File: config.mk
export PLATFORM = sky130hd
export DESIGN_NAME = fnd_scan_ctrl
export DESIGN_NICKNAME = d
export VERILOG_FILES = /design/src/rtl/fnd_scan_ctrl.sv
export SDC_FILE = /design/constraint.sdc
export NUM_CORES = 1
export LEC_CHECK = 0
export CAP_MARGIN = 20
export CORE_MARGIN = 4
export CORE_UTILIZATION = 57
export CTS_CLUSTER_SIZE = 14
export DETAILED_ROUTE_END_ITERATION = 10
export PLACE_DENSITY_LB_ADDON = 0.25
export SYNTH_ARGS = -nofsm -noshare
export SYNTH_HDL_FRONTEND = slang
export SYNTH_SLANG_ARGS = --single-unit
File: constraint.sdc
create_clock -name clk -period 3.5 [get_ports clk]
set_input_delay 1.05 -clock clk [delete_from_list [all_inputs] [get_ports clk]]
set_output_delay 1.05 -clock clk [all_outputs]
set_load 0.02 [all_outputs]
File: src/rtl/fnd_scan_ctrl.sv
// Multiplexed common-anode 7-segment scan controller.
// Scans NUM_DIGITS digits, one per SCAN_DIV-cycle slot. Each slot starts with
// BLANK_CYC cycles where every common is off, so no digit ghosts. Digit data is
// double-buffered and only swaps at frame wrap, so a frame never shows a mix of
// old and new data. Every digit has its own decimal point, blank and blink
// control. Leading-zero blanking is optional.
module fnd_scan_ctrl #(
    parameter int NUM_DIGITS   = 4,
    parameter int SCAN_DIV     = 100000,
    parameter int BLANK_CYC    = 4,
    parameter int BLINK_FRAMES = 64
) (
    input  logic                      clk,
    input  logic                      reset,
    input  logic [4*NUM_DIGITS-1:0]   i_bcd,
    input  logic [NUM_DIGITS-1:0]     i_dp,
    input  logic [NUM_DIGITS-1:0]     i_blank,
    input  logic [NUM_DIGITS-1:0]     i_blink,
    input  logic                      i_lzb_en,
    input  logic                      i_load,
    output logic [7:0]                o_fndFont,
    output logic [NUM_DIGITS-1:0]     o_fndCom,
    output logic                      o_frame_done
);

    localparam int PW = (SCAN_DIV > 1) ? $clog2(SCAN_DIV) : 1;
    localparam int IW = $clog2(NUM_DIGITS);
    localparam int FW = (BLINK_FRAMES > 1) ? $clog2(BLINK_FRAMES) : 1;

    localparam logic [PW-1:0] PRESC_LAST = PW'(SCAN_DIV - 1);
    localparam logic [PW-1:0] BLANK_END  = PW'(BLANK_CYC);
    localparam logic [IW-1:0] IDX_LAST   = IW'(NUM_DIGITS - 1);
    localparam logic [FW-1:0] BLINK_LAST = FW'(BLINK_FRAMES - 1);

    // Segments {g,f,e,d,c,b,a} for a hex nibble. The output is active-low.
    function automatic logic [6:0] seg_font(input logic [3:0] nib);
        logic [6:0] seg;
        case (nib)
            4'h0:    seg = 7'h40;
            4'h1:    seg = 7'h79;
            4'h2:    seg = 7'h24;
            4'h3:    seg = 7'h30;
            4'h4:    seg = 7'h19;
            4'h5:    seg = 7'h12;
            4'h6:    seg = 7'h02;
            4'h7:    seg = 7'h78;
            4'h8:    seg = 7'h00;
            4'h9:    seg = 7'h10;
            4'hA:    seg = 7'h08;
            4'hB:    seg = 7'h03;
            4'hC:    seg = 7'h46;
            4'hD:    seg = 7'h21;
            4'hE:    seg = 7'h06;
            4'hF:    seg = 7'h0E;
            default: seg = 7'h7F;
        endcase
        return seg;
    endfunction

    logic [PW-1:0]           presc_r;
    logic [IW-1:0]           idx_r;
    logic [FW-1:0]           frame_cnt_r;
    logic                    phase_r;
    logic [4*NUM_DIGITS-1:0] stage_bcd_r, disp_bcd_r;
    logic [NUM_DIGITS-1:0]   stage_dp_r, disp_dp_r;
    logic [NUM_DIGITS-1:0]   stage_blank_r, disp_blank_r;
    logic [NUM_DIGITS-1:0]   stage_blink_r, disp_blink_r;
    logic                    pending_r;

    logic                    tick_s;
    logic                    wrap_s;
    logic [3:0]              cur_nib_s;
    logic [NUM_DIGITS-1:0]   lzb_off_s;
    logic                    digit_off_s;
    logic [7:0]              font_s;
    logic [NUM_DIGITS-1:0]   com_s;

    assign tick_s    = (presc_r == PRESC_LAST);
    assign wrap_s    = tick_s && (idx_r == IDX_LAST);
    assign cur_nib_s = disp_bcd_r[{idx_r, 2'b00} +: 4];

    // A digit is a leading zero when it and every digit above it are zero. Digit 0 is never blanked this way.
    always_comb begin
        logic zero_run;
        lzb_off_s = '0;
        zero_run  = 1'b1;
        for (int k = NUM_DIGITS - 1; k >= 1; k--) begin
            zero_run     = zero_run & (disp_bcd_r[4*k +: 4] == 4'h0);
            lzb_off_s[k] = zero_run & i_lzb_en;
        end
    end

    assign digit_off_s = disp_blank_r[idx_r]
                       | (disp_blink_r[idx_r] & phase_r)
                       | lzb_off_s[idx_r];
    assign font_s      = digit_off_s ? 8'hFF : {~disp_dp_r[idx_r], seg_font(cur_nib_s)};

    // Common select: all commons stay off during the dead time at the start of a slot.
    always_comb begin
        com_s = '1;
        if (presc_r < BLANK_END) begin
            com_s = '1;
        end else begin
            com_s[idx_r] = 1'b0;
        end
    end

    // Slot prescaler and digit index.
    always_ff @(posedge clk) begin
        if (reset) begin
            presc_r <= '0;
            idx_r   <= '0;
        end else if (tick_s) begin
            presc_r <= '0;
            if (idx_r == IDX_LAST) begin
                idx_r <= '0;
            end else begin
                idx_r <= idx_r + IW'(1);
            end
        end else begin
            presc_r <= presc_r + PW'(1);
        end
    end

    // Blink phase flips after every BLINK_FRAMES frame wraps.
    always_ff @(posedge clk) begin
        if (reset) begin
            frame_cnt_r <= '0;
            phase_r     <= 1'b0;
        end else if (wrap_s) begin
            if (frame_cnt_r == BLINK_LAST) begin
                frame_cnt_r <= '0;
                phase_r     <= ~phase_r;
            end else begin
                frame_cnt_r <= frame_cnt_r + FW'(1);
            end
        end else begin
            frame_cnt_r <= frame_cnt_r;
        end
    end

    // Double buffer. At a wrap the display takes the old staging, and a load on that same cycle stays pending.
    always_ff @(posedge clk) begin
        if (reset) begin
            stage_bcd_r   <= '0;
            stage_dp_r    <= '0;
            stage_blank_r <= '0;
            stage_blink_r <= '0;
            disp_bcd_r    <= '0;
            disp_dp_r     <= '0;
            disp_blank_r  <= '0;
            disp_blink_r  <= '0;
            pending_r     <= 1'b0;
        end else begin
            if (wrap_s && pending_r) begin
                disp_bcd_r   <= stage_bcd_r;
                disp_dp_r    <= stage_dp_r;
                disp_blank_r <= stage_blank_r;
                disp_blink_r <= stage_blink_r;
            end
            if (i_load) begin
                stage_bcd_r   <= i_bcd;
                stage_dp_r    <= i_dp;
                stage_blank_r <= i_blank;
                stage_blink_r <= i_blink;
                pending_r     <= 1'b1;
            end else if (wrap_s) begin
                pending_r     <= 1'b0;
            end else begin
                pending_r     <= pending_r;
            end
        end
    end

    // Registered pin drivers.
    always_ff @(posedge clk) begin
        if (reset) begin
            o_fndCom     <= '1;
            o_fndFont    <= 8'hFF;
            o_frame_done <= 1'b0;
        end else begin
            o_fndCom     <= com_s;
            o_fndFont    <= font_s;
            o_frame_done <= wrap_s;
        end
    end

endmodule

==> reports/results.tsv <==
stage	metric	value	unit
status	status	finished clean	
synthesis	most common flop cell mapped by yosys	dfxtp_1	
floorplan	row cnt	30	
drt	drt drc	0	
floorplan	Std-Cell Core Area	6944	um2
power	Logic pwr share	5.5	%
timing	unrepaired setup endpoints after global routing	no	
worst_setup_path	R2R cell count	6	
timing	fmax	381.3	MHz
timing	Worst Max-Slew Pin Slew	0.8597	ns
power	Clock power frac	40.1	%
grt	initial antenna violation count	0	
power	sw power	416.2	uW
grt	first-pass GRT wire length	13610	um
synthesis	cell taking the most area after synthesis	dfxtp_1	
drt	via/cell ratio	5.330	
clock_network	CTS tree	built	
timing	Max Slew Vio Count	0	
timing	final hold violations	0	
grt	gr usage total	19.40	%
place	I/O Buffers	44	
synthesis	count of different cell masters after synthesis	49	
worst_setup_path	CP Buf/Inv Count	1	
worst_setup_path	Worst Path Class, Setup	reg -> reg	
place	placed instance count	554	
timing	Slew headroom	42.69	%
power	sequential share of power	54.4	%
final_layout	layout cells sized above 1	16.07	%
synthesis	syn_area_per_cell	9.552	um2
synthesis	yosys synthesis warning count	0	
power	Peak VDD IR	252.6	uV
drt	total iterations of the first detailed-routing run	5	
worst_setup_path	crit-path max cell delay	0.75	ns
worst_setup_path	CP required	3.78	ns
hold_path	Hold Path Class	reg -> reg	
final_layout	final-stage net count	513	
floorplan	width of the die	93.38	um
worst_setup_path	CP Capture Type	flop	
worst_setup_path	RR Startpoint	idx_r[0]	
timing	final setup fails	0	
power	pwr/cell area	433.2	nW/um2
clock_network	H-tree depth	3	
timing	crit share post-route	74.93	%
timing	clk_skew	0.006377	ns
hold_path	WHS Path Cells	2	
timing	post-route setup slack	0.8773	ns
synthesis	mapped cell area	4155	um2
clock_network	Post-CTS Setup Bufs	0	
final_layout	Non-Filler Instances	569	
clock_network	# resized after CTS	0	
place	setup slack at placement	0.8888	ns
synthesis	commonest cells in the netlist	dfxtp_1 (96), nand2_1 (62), nor2_1 (60), mux2i_1 (29)	
synthesis	sequential area share after synthesis	46.25	%
final_layout	Layout Utilization	69.42	%
synthesis	Synth area leaders	dfxtp_1 (46%), mux2i_1 (7.0%), nand2_1 (5.6%), nor2_1 (5.4%), a21oi_2 (4.2%)	
worst_setup_path	endpoint arrival time on the critical path	2.90	ns
worst_setup_path	R2R setup slack	0.88	ns
grt	pin count of the biggest net entering global routing	58	
clock_network	Clock Path Buffers	2	
drt	routed length per placed instance	13.64	um
drt	DRT iter0 DRCs	95	
clock_network	clk_lat worst skew	0.35	ns
floorplan	die footprint	8720	um2
power	P_leak	1.762	nW
drt	Antenna Nets Post-Route	0	
worst_setup_path	R2R Path End	disp_bcd_r[3]	
floorplan	Ports	45	
grt	gr ovfl total	0	
worst_setup_path	Worst Path Max Fanout	15	
floorplan	Starting Density	59.84	%
final_layout	combined area of the multi-input logic cells	2076	um2
clock_network	CTS Buf Count	9	
synthesis	#FFs+latches synth	96	
clock_network	CTS clk-pin slew, worst paths	0.09	ns
synthesis	Mapped Cells	435	
timing	fin crit period	2.623	ns
final_layout	P&R area growth vs syn	16.02	%
place	RePlAce Congestion	0.8074	
synthesis	syn_nets	479	
synthesis	most instantiated library cell after synthesis	dfxtp_1	
final_layout	register area	1922	um2
grt	vias in the first global route	2988	
clock_network	Clock Sinks	96	
place	DPL Wire Length	5392	um
drt	vias	3033	
synthesis	FFs w/ async S/R, synth	0	%
final_layout	filler instances	544	
synthesis	post-synth top area share	46.25	%
drt	Post-Route WL	7760	um
power	Int Power	1.672	mW
worst_setup_path	CP max stage cell	dfxtp_1	
power	sw frac	19.93	%
clock_network	clock root buffer	clkbuf_8	
hold_path	Worst Hold Path EP	disp_bcd_r[12]	
synthesis	Post-synth EDFFs	0	
timing	Setup TNS	0	ns
worst_setup_path	CP cell instances	ha_1 > and2_1 > and3_1 > buf_4 > nand2_2 > a21oi_2	
floorplan	DIE HEIGHT	93.38	um
final_layout	diode count	0	
hold_path	beginning of the worst hold path	stage_bcd_r[12]	
worst_setup_path	family with the most delay on the worst path	simple AND/OR/NAND/NOR gates	
worst_setup_path	type of origin of the critical path	flop	
job	Max Cap Violations	0	
clock_network	# hold bufs at CTS	0	
## power by group through the flow
stage	Sequential (mW)	Combinational [mW]	Clock (mW)
global route	1.14	0.128	0.896
detailed placement	1.16	0.116	0
finish	1.14	0.116	0.837
global placement	1.16	0.114	0
CTS	1.14	0.117	0.854
floorplan	1.16	0.0613	0
## through the flow
stage	power [mW]	area [um2]	hold slack (ns)
after floorplan	1.224	4155	0.4286
after global placement	1.276	4586	0.4366
after detailed placement	1.278	4586	0.4418
after CTS	2.107	4821	0.4615
after global routing	2.163	4821	0.4801
final	2.088	4821	0.4569
## sequential cells by signal, summed over array words and instances, names as in the netlist
register       flops
pending_r          1
phase_r            1
stage_dp_r         4
stage_blink_r      4
disp_blank_r       4
idx_r              2
disp_dp_r          4
disp_bcd_r        16
disp_blink_r       4
o_fndCom           4
stage_blank_r      4
o_frame_done       1
o_fndFont          8
frame_cnt_r        6
presc_r           17
stage_bcd_r       16
## layer usage
metal,global-route usage [%],share of wire [%],wire [um]
met1,23.49,45,3485
met2,32.70,49,3779
met3,5.632,4.4,342
met4,6.960,2.0,153
met5,0,0,0
## placed cells by master (no fill, tap or decap), drive strengths merged, types with 7 or more instances in the layout
cell type / instances
nor2: 61
ha: 12
xor2: 10
clkbuf: 12
nand2: 82
dfxtp: 96
mux2i: 29
nand3: 12
mux4: 7
clkdlybuf4s50: 42
xnor2: 7
a21oi: 36
## worst max-delay path by stage
stage	cells after the start	slack, ns	startpoint	endpoint
after floorplan	4	1.33	i_load	stage_bcd_r[10]
after global placement	6	1.01	idx_r[0]	disp_bcd_r[3]
after detailed placement	6	0.89	idx_r[0]	disp_bcd_r[3]
after CTS	6	0.84	idx_r[0]	disp_bcd_r[3]
after global routing	6	0.64	idx_r[0]	disp_bcd_r[1]
final	6	0.88	idx_r[0]	disp_bcd_r[3]
## cell type report
cell class / instances / area share, %
inverters: 6 / 0.4672
clock inverters: 3 / 1.869
repair buffers: 46 / 9.240
flip-flops and latches: 96 / 39.87
clock buffers: 12 / 3.011
multi-input cells: 310 / 43.06
well taps: 96 / 2.492
## cells by family after synthesis
kind of cell    share of synthesized area, %
simple gates                           22.31
flops                                  46.25
compound gates                         9.124
mux                                    11.32
buf+inv                                3.794
xor+xnor                               3.583
fa+ha+maj                              3.613
## worst register-to-register path, cell delays in order (launching register included)
cell,delay (ns)
dfxtp_1,0.75
ha_1,0.41
and2_1,0.20
and3_1,0.58
buf_4,0.38
nand2_2,0.09
a21oi_2,0.14
Note: power is estimated with default switching activity, not from simulation.
